**config.mk**
```make
export PLATFORM = sky130hd
export DESIGN_NAME = pipe_ctrl
export DESIGN_NICKNAME = d
export VERILOG_FILES = /design/src/rtl/pipe_ctrl_pkg.sv /design/src/rtl/sat_counter.sv /design/src/rtl/pipe_ctrl.sv
export SDC_FILE = /design/constraint.sdc
export NUM_CORES = 1
export LEC_CHECK = 0
export CAP_MARGIN = 30
export CORE_AREA = 2 2 64 51
export DETAILED_ROUTE_END_ITERATION = 8
export DIE_AREA = 0 0 66 53
export PLACE_DENSITY = 0.89
export SYNTH_ARGS = -nofsm -noshare
export SYNTH_HDL_FRONTEND = slang
export SYNTH_HIERARCHICAL = 1
export SYNTH_SLANG_ARGS = --single-unit
```
**constraint.sdc**
```tcl
create_clock -name clk -period 2.55 [get_ports clk]
set_input_delay 0.765 -clock clk [delete_from_list [all_inputs] [get_ports clk]]
set_output_delay 0.765 -clock clk [all_outputs]
set_load 0.02 [all_outputs]
```
**src/rtl/pipe_ctrl_pkg.sv**
```systemverilog
// Shared definitions for the pipeline-control unit: FSM state encodings,
// the hazard-cause priority ordering and the drain-length helper.
package pipe_ctrl_pkg;

    // Controller states; encodings are fixed so they stay stable in waveforms.
    typedef enum logic [1:0] {
        ST_RUN    = 2'd0,
        ST_DRAIN  = 2'd1,
        ST_HALTED = 2'd2
    } state_t;

    // Hazard causes in RUN, listed from highest to lowest priority.
    typedef enum logic [2:0] {
        CAUSE_NONE = 3'd0,
        CAUSE_MW   = 3'd1,
        CAUSE_LU   = 3'd2,
        CAUSE_JUMP = 3'd3,
        CAUSE_HALT = 3'd4
    } cause_t;

    // Smallest pipeline depth for which a halt drain makes sense.
    localparam int MIN_STAGES = 3;

    // Resolve simultaneous hazards: DMEM wait > load-use > jump > halt.
    function automatic cause_t pick_cause(input logic mw, input logic lu,
                                          input logic jump, input logic halt);
        cause_t c;
        if (mw)        c = CAUSE_MW;
        else if (lu)   c = CAUSE_LU;
        else if (jump) c = CAUSE_JUMP;
        else if (halt) c = CAUSE_HALT;
        else           c = CAUSE_NONE;
        return c;
    endfunction

    // In-flight instructions behind a HALT in ID: those in EX, MEM and WB.
    function automatic int drain_len(input int stages);
        return stages - 2;
    endfunction

endpackage

```
**src/rtl/sat_counter.sv**
```systemverilog
// Saturating up-counter used for the pipeline performance counters.
// Holds at all-ones once reached; cleared only by rst.
module sat_counter #(
    parameter int CNT_W = 16
) (
    input  logic             clk,
    input  logic             rst,
    input  logic             inc,
    output logic [CNT_W-1:0] cnt
);

    // Count up on inc, stick at the maximum value.
    always_ff @(posedge clk) begin
        if (rst) begin
            cnt <= '0;
        end else if (inc && (cnt != {CNT_W{1'b1}})) begin
            cnt <= cnt + CNT_W'(1);
        end
    end

endmodule

```
**src/rtl/pipe_ctrl.sv**
```systemverilog
// Central pipeline-control unit for the 16-bit 5-stage core.
// Arbitrates DMEM wait states, load-use stalls, jump flushes and
// halt-with-drain, and drives PC / pipeline-register enables, holds and
// flushes. All control outputs are combinational from state and inputs.
// Optional feature macro: PIPE_CTRL_PERF_EN enables the three saturating
// performance counters; without it the counter ports are tied to zero.
module pipe_ctrl
    import pipe_ctrl_pkg::*;
#(
    parameter int REGADDR_W = 4,
    parameter int STAGES    = 5,
    parameter int CNT_W     = 16
) (
    input  logic                 clk,
    input  logic                 reset,
    input  logic                 id_valid,
    input  logic [REGADDR_W-1:0] id_rs,
    input  logic [REGADDR_W-1:0] id_rt,
    input  logic                 id_use_rs,
    input  logic                 id_use_rt,
    input  logic                 id_is_jump,
    input  logic                 id_is_halt,
    input  logic                 ex_valid,
    input  logic                 ex_mem_read,
    input  logic [REGADDR_W-1:0] ex_rd,
    input  logic                 mem_req,
    input  logic                 mem_ready,
    input  logic                 resume,
    output logic                 pc_write,
    output logic                 pc_sel_jump,
    output logic                 if_id_write,
    output logic                 if_id_flush,
    output logic                 id_ex_hold,
    output logic                 id_ex_flush,
    output logic                 ex_mem_hold,
    output logic                 mem_wb_bubble,
    output logic                 halted,
    output logic [CNT_W-1:0]     cnt_cycles,
    output logic [CNT_W-1:0]     cnt_stalls,
    output logic [CNT_W-1:0]     cnt_flushes
);

    localparam int DCNT_W = $clog2(STAGES + 1);
    localparam logic [DCNT_W-1:0] DRAIN_INIT = DCNT_W'(drain_len(STAGES));

    state_t              state;
    logic [DCNT_W-1:0]   drain_cnt;
    logic                mw;
    logic                lu;
    logic                rs_hit;
    logic                rt_hit;
    cause_t              cause;

    // A DMEM access that has not completed freezes the whole pipe.
    assign mw     = mem_req & ~mem_ready;
    // Load in EX whose destination is read by the real instruction in ID.
    assign rs_hit = id_use_rs & (id_rs == ex_rd);
    assign rt_hit = id_use_rt & (id_rt == ex_rd);
    assign lu     = ex_valid & ex_mem_read & id_valid & (rs_hit | rt_hit);
    assign cause  = pick_cause(mw, lu, id_valid & id_is_jump, id_valid & id_is_halt);

    // FSM: RUN -> DRAIN on HALT, DRAIN counts down the in-flight
    // instructions (frozen by DMEM waits), HALTED waits for resume.
    always_ff @(posedge clk) begin
        if (reset) begin
            state     <= ST_RUN;
            drain_cnt <= '0;
        end else begin
            case (state)
                ST_RUN: begin
                    if (cause == CAUSE_HALT) begin
                        state     <= ST_DRAIN;
                        drain_cnt <= DRAIN_INIT;
                    end
                end
                ST_DRAIN: begin
                    if (!mw) begin
                        if (drain_cnt == DCNT_W'(1)) begin
                            state     <= ST_HALTED;
                            drain_cnt <= '0;
                        end else begin
                            drain_cnt <= drain_cnt - DCNT_W'(1);
                        end
                    end
                end
                ST_HALTED: begin
                    if (resume) begin
                        state <= ST_RUN;
                    end
                end
                default: begin
                    state     <= ST_RUN;
                    drain_cnt <= '0;
                end
            endcase
        end
    end

    // Decode enables, holds, flushes and bubbles from state and hazards.
    always_comb begin
        pc_write      = 1'b0;
        pc_sel_jump   = 1'b0;
        if_id_write   = 1'b0;
        if_id_flush   = 1'b0;
        id_ex_hold    = 1'b0;
        id_ex_flush   = 1'b0;
        ex_mem_hold   = 1'b0;
        mem_wb_bubble = 1'b0;
        halted        = 1'b0;
        if (reset) begin
            // Keep bubbles flowing into the front of the pipe during reset.
            if_id_flush = 1'b1;
            id_ex_flush = 1'b1;
        end else begin
            case (state)
                ST_RUN: begin
                    case (cause)
                        CAUSE_MW: begin
                            id_ex_hold    = 1'b1;
                            ex_mem_hold   = 1'b1;
                            mem_wb_bubble = 1'b1;
                        end
                        CAUSE_LU: begin
                            id_ex_flush = 1'b1;
                        end
                        CAUSE_JUMP: begin
                            pc_write    = 1'b1;
                            pc_sel_jump = 1'b1;
                            if_id_flush = 1'b1;
                            id_ex_flush = 1'b1;
                        end
                        CAUSE_HALT: begin
                            id_ex_flush = 1'b1;
                        end
                        default: begin
                            pc_write    = 1'b1;
                            if_id_write = 1'b1;
                        end
                    endcase
                end
                ST_DRAIN: begin
                    if (mw) begin
                        id_ex_hold    = 1'b1;
                        ex_mem_hold   = 1'b1;
                        mem_wb_bubble = 1'b1;
                    end else begin
                        id_ex_flush = 1'b1;
                    end
                end
                ST_HALTED: begin
                    halted      = 1'b1;
                    id_ex_flush = 1'b1;
                end
                default: begin
                    id_ex_flush = 1'b1;
                end
            endcase
        end
    end

`ifdef PIPE_CTRL_PERF_EN
    logic stall_evt;
    logic flush_evt;

    assign stall_evt = mw | lu;
    assign flush_evt = (state == ST_RUN) & if_id_flush;

    sat_counter #(.CNT_W(CNT_W)) u_cnt_cycles (
        .clk (clk),
        .rst (reset),
        .inc (1'b1),
        .cnt (cnt_cycles)
    );

    sat_counter #(.CNT_W(CNT_W)) u_cnt_stalls (
        .clk (clk),
        .rst (reset),
        .inc (stall_evt),
        .cnt (cnt_stalls)
    );

    sat_counter #(.CNT_W(CNT_W)) u_cnt_flushes (
        .clk (clk),
        .rst (reset),
        .inc (flush_evt),
        .cnt (cnt_flushes)
    );
`else
    assign cnt_cycles  = '0;
    assign cnt_stalls  = '0;
    assign cnt_flushes = '0;
`endif

endmodule

```
== Word-level counts from Yosys, hierarchy flattened ==
Cells that the tools add are included.
Widths: inputs -> output; s select.

* Bits in registers: 5
* Bits of input ports: 24
* Output and inout bits: 57
* Logic and storage cells: 66

* $add $sub $neg: 1
* Eq/ne operators: 13
* Mux-type cells: 33
* Bitwise logic cells: 11
* Reductions and logical operators: 6

{| class="wikitable"
|+ Operator list
! kind !! count
|-
| $mux 3 || 7
|-
| $mux 1 || 18
|-
| $pmux 3 s3 || 1
|-
| $and 1x1->1 || 8
|-
| $eq 4x4->1 || 2
|-
| $mux 2 || 4
|-
| $ne 2x2->1 const B || 4
|-
| $eq 3x1->1 const B || 2
|-
| $eq 3x2->1 const B || 2
|-
| $pmux 2 s3 || 1
|-
| $reduce_or 3->1 || 2
|-
| $pmux 1 s2 || 2
|-
| $reduce_and 4->1 || 1
|-
| $reduce_or 4->1 || 1
|-
| $eq 3x3->1 const B || 1
|-
| $reduce_and 3->1 || 1
|-
| $sub 3x1->3 const B || 1
|-
| $eq 2x1->1 const B || 1
|-
| $eq 2x2->1 const B || 1
|-
| $logic_not 2->1 || 1
|-
| $not 1->1 || 2
|-
| $or 1x1->1 || 1
|}

== Depth between registers and ports, before layout ==
* Depth in word-level cells: 11
* Mapped depth: 6
* Depth with buffers taken out: 6

== Worst setup path after synthesis ==
Ideal clock, no wire load.

* Kind: in2out
* Start point: in mem_ready
* End point: out id_ex_hold
* Arrival: 1.756 ns
* Slack: 0.029 ns
* Cell stages on the path: 3
* Buffers on the path: 1
* Cells stage by stage: or3b_4 > nor2_1 > buf_4

* Word-level cells in the longest chain between the ends: 7

{| class="wikitable"
|+ RTL lines
! item !! line !! text
|-
| start, declared || pipe_ctrl.sv:27 || <nowiki>input logic mem_ready,</nowiki>
|-
| $not 1->1 (*) || pipe_ctrl.sv:55 || <nowiki>assign mw = mem_req & ~mem_ready;</nowiki>
|-
| $and 1x1->1 (*) || pipe_ctrl.sv:55 ||
|-
| $mux 3 || pipe_ctrl_pkg.sv:28 || <nowiki>if (mw) c = CAUSE_MW;</nowiki>
|-
| $eq 3x1->1 || n/a ||
|-
| $mux 1 || n/a ||
|-
| $pmux 1 s2 (*) || n/a ||
|-
| $mux 1 (*) || n/a ||
|-
| end, declared || pipe_ctrl.sv:33 || <nowiki>output logic id_ex_hold,</nowiki>
|}

Every way passes the cells marked *; elsewhere a longest branch is shown, timed or not.

== Worst setup path after layout ==
* Start point: in id_rt[3]
* End point: out pc_write

* Word-level cells in the longest chain between the ends: 11

{| class="wikitable"
|+ RTL lines
! item !! line !! text
|-
| start, declared || pipe_ctrl.sv:18 || <nowiki>input logic [REGADDR_W-1:0] id_rt,</nowiki>
|-
| $eq 4x4->1 (*) || pipe_ctrl.sv:58 || <nowiki>assign rt_hit = id_use_rt & (id_rt == ex_rd);</nowiki>
|-
| $and 1x1->1 (*) || pipe_ctrl.sv:58 ||
|-
| $or 1x1->1 (*) || pipe_ctrl.sv:59 || <nowiki>assign lu = ex_valid & ex_mem_read & id_valid & (rs_hit | rt_hit);</nowiki>
|-
| $and 1x1->1 (*) || pipe_ctrl.sv:59 ||
|-
| $mux 3 (*) || pipe_ctrl_pkg.sv:29 || <nowiki>else if (lu) c = CAUSE_LU;</nowiki>
|-
| $mux 3 (*) || pipe_ctrl_pkg.sv:28 ||
|-
| $eq 3x3->1 (tied with other cells) || pipe_ctrl.sv:117 || <nowiki>case (cause)</nowiki>
|-
| $reduce_or 3->1 (no source line) (*) || n/a ||
|-
| $mux 1 (*) || pipe_ctrl.sv:117 ||
|-
| $mux 1 (*) || pipe_ctrl.sv:115 || <nowiki>case (state)</nowiki>
|-
| $mux 1 (*) || pipe_ctrl.sv:110 || <nowiki>if (reset) begin</nowiki>
|-
| end, declared || pipe_ctrl.sv:29 || <nowiki>output logic pc_write,</nowiki>
|}

Marks and branches as above.

==> flow_metrics.env <==
export IMPL_drive_above_1_share_pct=39.9
export IMPL_multi_input_area_um2=722
export IMPL_muxShareOfSynthArea_pct=0
export IMPL_crit_type="in -> out"
export IMPL_cp_arrival_ns=1.77
export IMPL_p_per_area_nw_per_um2=352
export IMPL_ant_nets=0
export IMPL_cts_tree="done"
export IMPL_crit_required_ns=1.79
export IMPL_synthAdderAreaFrac_pct=2.66
export IMPL_grt_pass1_wl_um=3570
export IMPL_nNetsFinal=200
export IMPL_grt_pass1_vias=832
export IMPL_place_hpwl_um=1820
export IMPL_antenna_found_initial=0
export IMPL_power_w=0.000478
export IMPL_finalSetupViolations=0
export IMPL_postSynthAreaPerCell_um2=7.77
export IMPL_finalHoldViolations=0
export IMPL_synth_compound_area_share_pct=13.7
export IMPL_slew_violations=0
export IMPL_ys_seq_area_share_pct=10.7
export IMPL_final_cells=211
export IMPL_ir_drop_uv=131
export IMPL_drtIter0Drc=28
export IMPL_period_share_pct=99.5
export IMPL_yosys_warnings=6
export IMPL_rrSetupSlack_ns=1.05
export IMPL_drv_cap=0
export IMPL_cts_made_buffers=3
export IMPL_drc=0
export IMPL_ios=81
export IMPL_avgViaCountPerCell=4.38
export IMPL_status="completed"
export IMPL_synth_xor_area_share_pct=7.46
export IMPL_gp_congestion=0.843
export IMPL_antenna_cells=0
export IMPL_nFillCells=289
export IMPL_crit_end="pc_write"
export IMPL_synthFlopType="dfxtp_1"
export IMPL_async_flop_share_pct=0
export IMPL_grt_usage_pct=14.4
export IMPL_hp_start="drain_cnt[1]$_SDFFE_PP0P_"
export IMPL_synth_top_family_by_area="buffers and inverters"
export IMPL_critPathCaptureType="output port"
export IMPL_fin_util_pct=47.6
export IMPL_syn_area_um2=940
export IMPL_ys_ff_latch=5
export IMPL_cts_sinks=5
export IMPL_grt_max_degree=9
export IMPL_finalSetupTns_ns=0
export IMPL_core_area_um2=2850
export IMPL_clock_root_buffer="clkbuf_8"
export IMPL_synth_simple_area_share_pct=20.8
export IMPL_dr_wl_met3_um=230
export IMPL_final_cell_area_um2=1360
export IMPL_rows=17
export IMPL_critPathLaunchType="input port"
export IMPL_routedLengthMet1_um=955
export IMPL_drt_total_wl_um=2760
export IMPL_place_area_um2=1170
export IMPL_insertion_delay_ns=0.22
export IMPL_regToRegEndpoint="state[1]$_SDFFE_PP0P_"
export IMPL_min_period_ns=2.54
export IMPL_cts_htree_levels=1
export IMPL_synth_cells=121
export IMPL_die_h_um=53
export IMPL_r2r_cells=5
export IMPL_critical_path_reg2reg_startpoint="drain_cnt[0]$_SDFFE_PP0P_"
export IMPL_seqCellArea_um2=100
export IMPL_most_common_layout_cells="conb_1 (48), buf_4 (23), buf_2 (12), buf_6 (10), xnor2_2 (7)"
export IMPL_clk_pin_slew_worst_paths_ns=0.03
export IMPL_met2_wirelength_um=1420
export IMPL_worstPathMaxFanout=6
export IMPL_synth_cell_type_count=36
export IMPL_synthToLayoutAreaGrowth_pct=44.5
export IMPL_crit_path_start="id_rt[3]"
export IMPL_wl_per_cell_um=13.1
export IMPL_overflow=0
export IMPL_cts_buffer_depth=2
export IMPL_first_pass_iters=4
export IMPL_fin_skew_ns=0.00488
export IMPL_min_delay_path_class="reg -> reg"
export IMPL_routed_top_layer="met4"
export IMPL_num_vias=924
export IMPL_dieWidth_um=66
export IMPL_start_util_pct=33.0
export IMPL_die_area_um2=3500
export IMPL_p_leak_nw=0.694
export IMPL_synth_edf_count=0
export IMPL_final_common_cell="conb_1"
export IMPL_io_buffers=32
export IMPL_dp_cells=197
export IMPL_fmax_ghz=0.394
-- layout make-up --
type | count | area share (%)
multi-input cells | 106 | 53.2
repair buffers | 54 | 31.5
flip-flops and latches | 5 | 7.37
well taps | 38 | 3.50
clock buffers | 4 | 3.32
inverters | 4 | 1.11
-- cells by family after synthesis --
logic type	count (synthesis)
buffers and inverters	57
AO/OA/AOI/OAI	17
XOR/XNOR	8
adder cells (fa/ha/maj)	2
flip-flops	5
other	1
AND/OR/NAND/NOR	31
-- cells in the mapped netlist, types with 2 or more instances --
cell | n | area, um^2
nor2_1 | 4 | 15.0
nor2b_1 | 2 | 12.5
o21ai_0 | 2 | 10.0
nand3_1 | 6 | 30.0
and3_1 | 3 | 18.8
buf_4 | 52 | 390
nand2_1 | 3 | 11.3
inv_1 | 4 | 15.0
nor3_1 | 3 | 15.0
a21oi_1 | 3 | 15.0
ha_1 | 2 | 25.0
dfxtp_1 | 5 | 100
xnor2_1 | 8 | 70.1
and4_1 | 2 | 17.5
-- critical path, stage by stage --
cell and delay, ns:
buf_2 0.11, xnor2_2 0.18, nand3_2 0.11, o22a_4 0.28, and4_1 0.19, buf_6 0.13
-- state kept, by name (all words and copies together), names as in the netlist --
register	count
drain_cnt	3
state	2
-- report_power, final --
| group | total, W | switching, W | leakage [nW] | internal [W] |
|---|---|---|---|---|
| Sequential | 0.0000862 | 0.00000332 | 0.0407 | 0.0000829 |
| Clock | 0.000149 | 0.0000410 | 0.0228 | 0.000108 |
| Combinational | 0.000243 | 0.000144 | 0.631 | 0.0000994 |
| Total | 0.000478 | 0.000188 | 0.694 | 0.000290 |
-- through the flow --
stage                     setup WS [ns]  hold slack (ns)
final                            0.0125            0.500
after global routing            -0.0382            0.517
after CTS                      -0.00272            0.506
after detailed placement         -0.847            0.502
after global placement           -0.798            0.494
after floorplan                  0.0289            0.471
-- worst min-delay path by stage --
stage	to	cells past startpoint
after detailed placement	drain_cnt[1]$_SDFFE_PP0P_	2
final	drain_cnt[1]$_SDFFE_PP0P_	2
after CTS	drain_cnt[1]$_SDFFE_PP0P_	2
after global routing	drain_cnt[1]$_SDFFE_PP0P_	2
after global placement	drain_cnt[1]$_SDFFE_PP0P_	2
after floorplan	drain_cnt[1]$_SDFFE_PP0P_	2
-- repair_timing --
action / CTS / global route
resized for setup: 116 / 22
cloned: 0 / 0
pin swaps: 19 / 15
hold endpoints to repair: 0 / 0
endpoints found under the setup margin: 9 / 9
setup buffers: 10 / 1
hold buffers: 0 / 0
-- layer usage --
metal / GRT usage, % / up-vias
met5: 0 / -
met3: 6.17 / 17
met4: 10.2 / 0
li1: - / 423
met1: 13.1 / 425
met2: 25.9 / 59
Note: power is estimated with default switching activity, not from simulation.
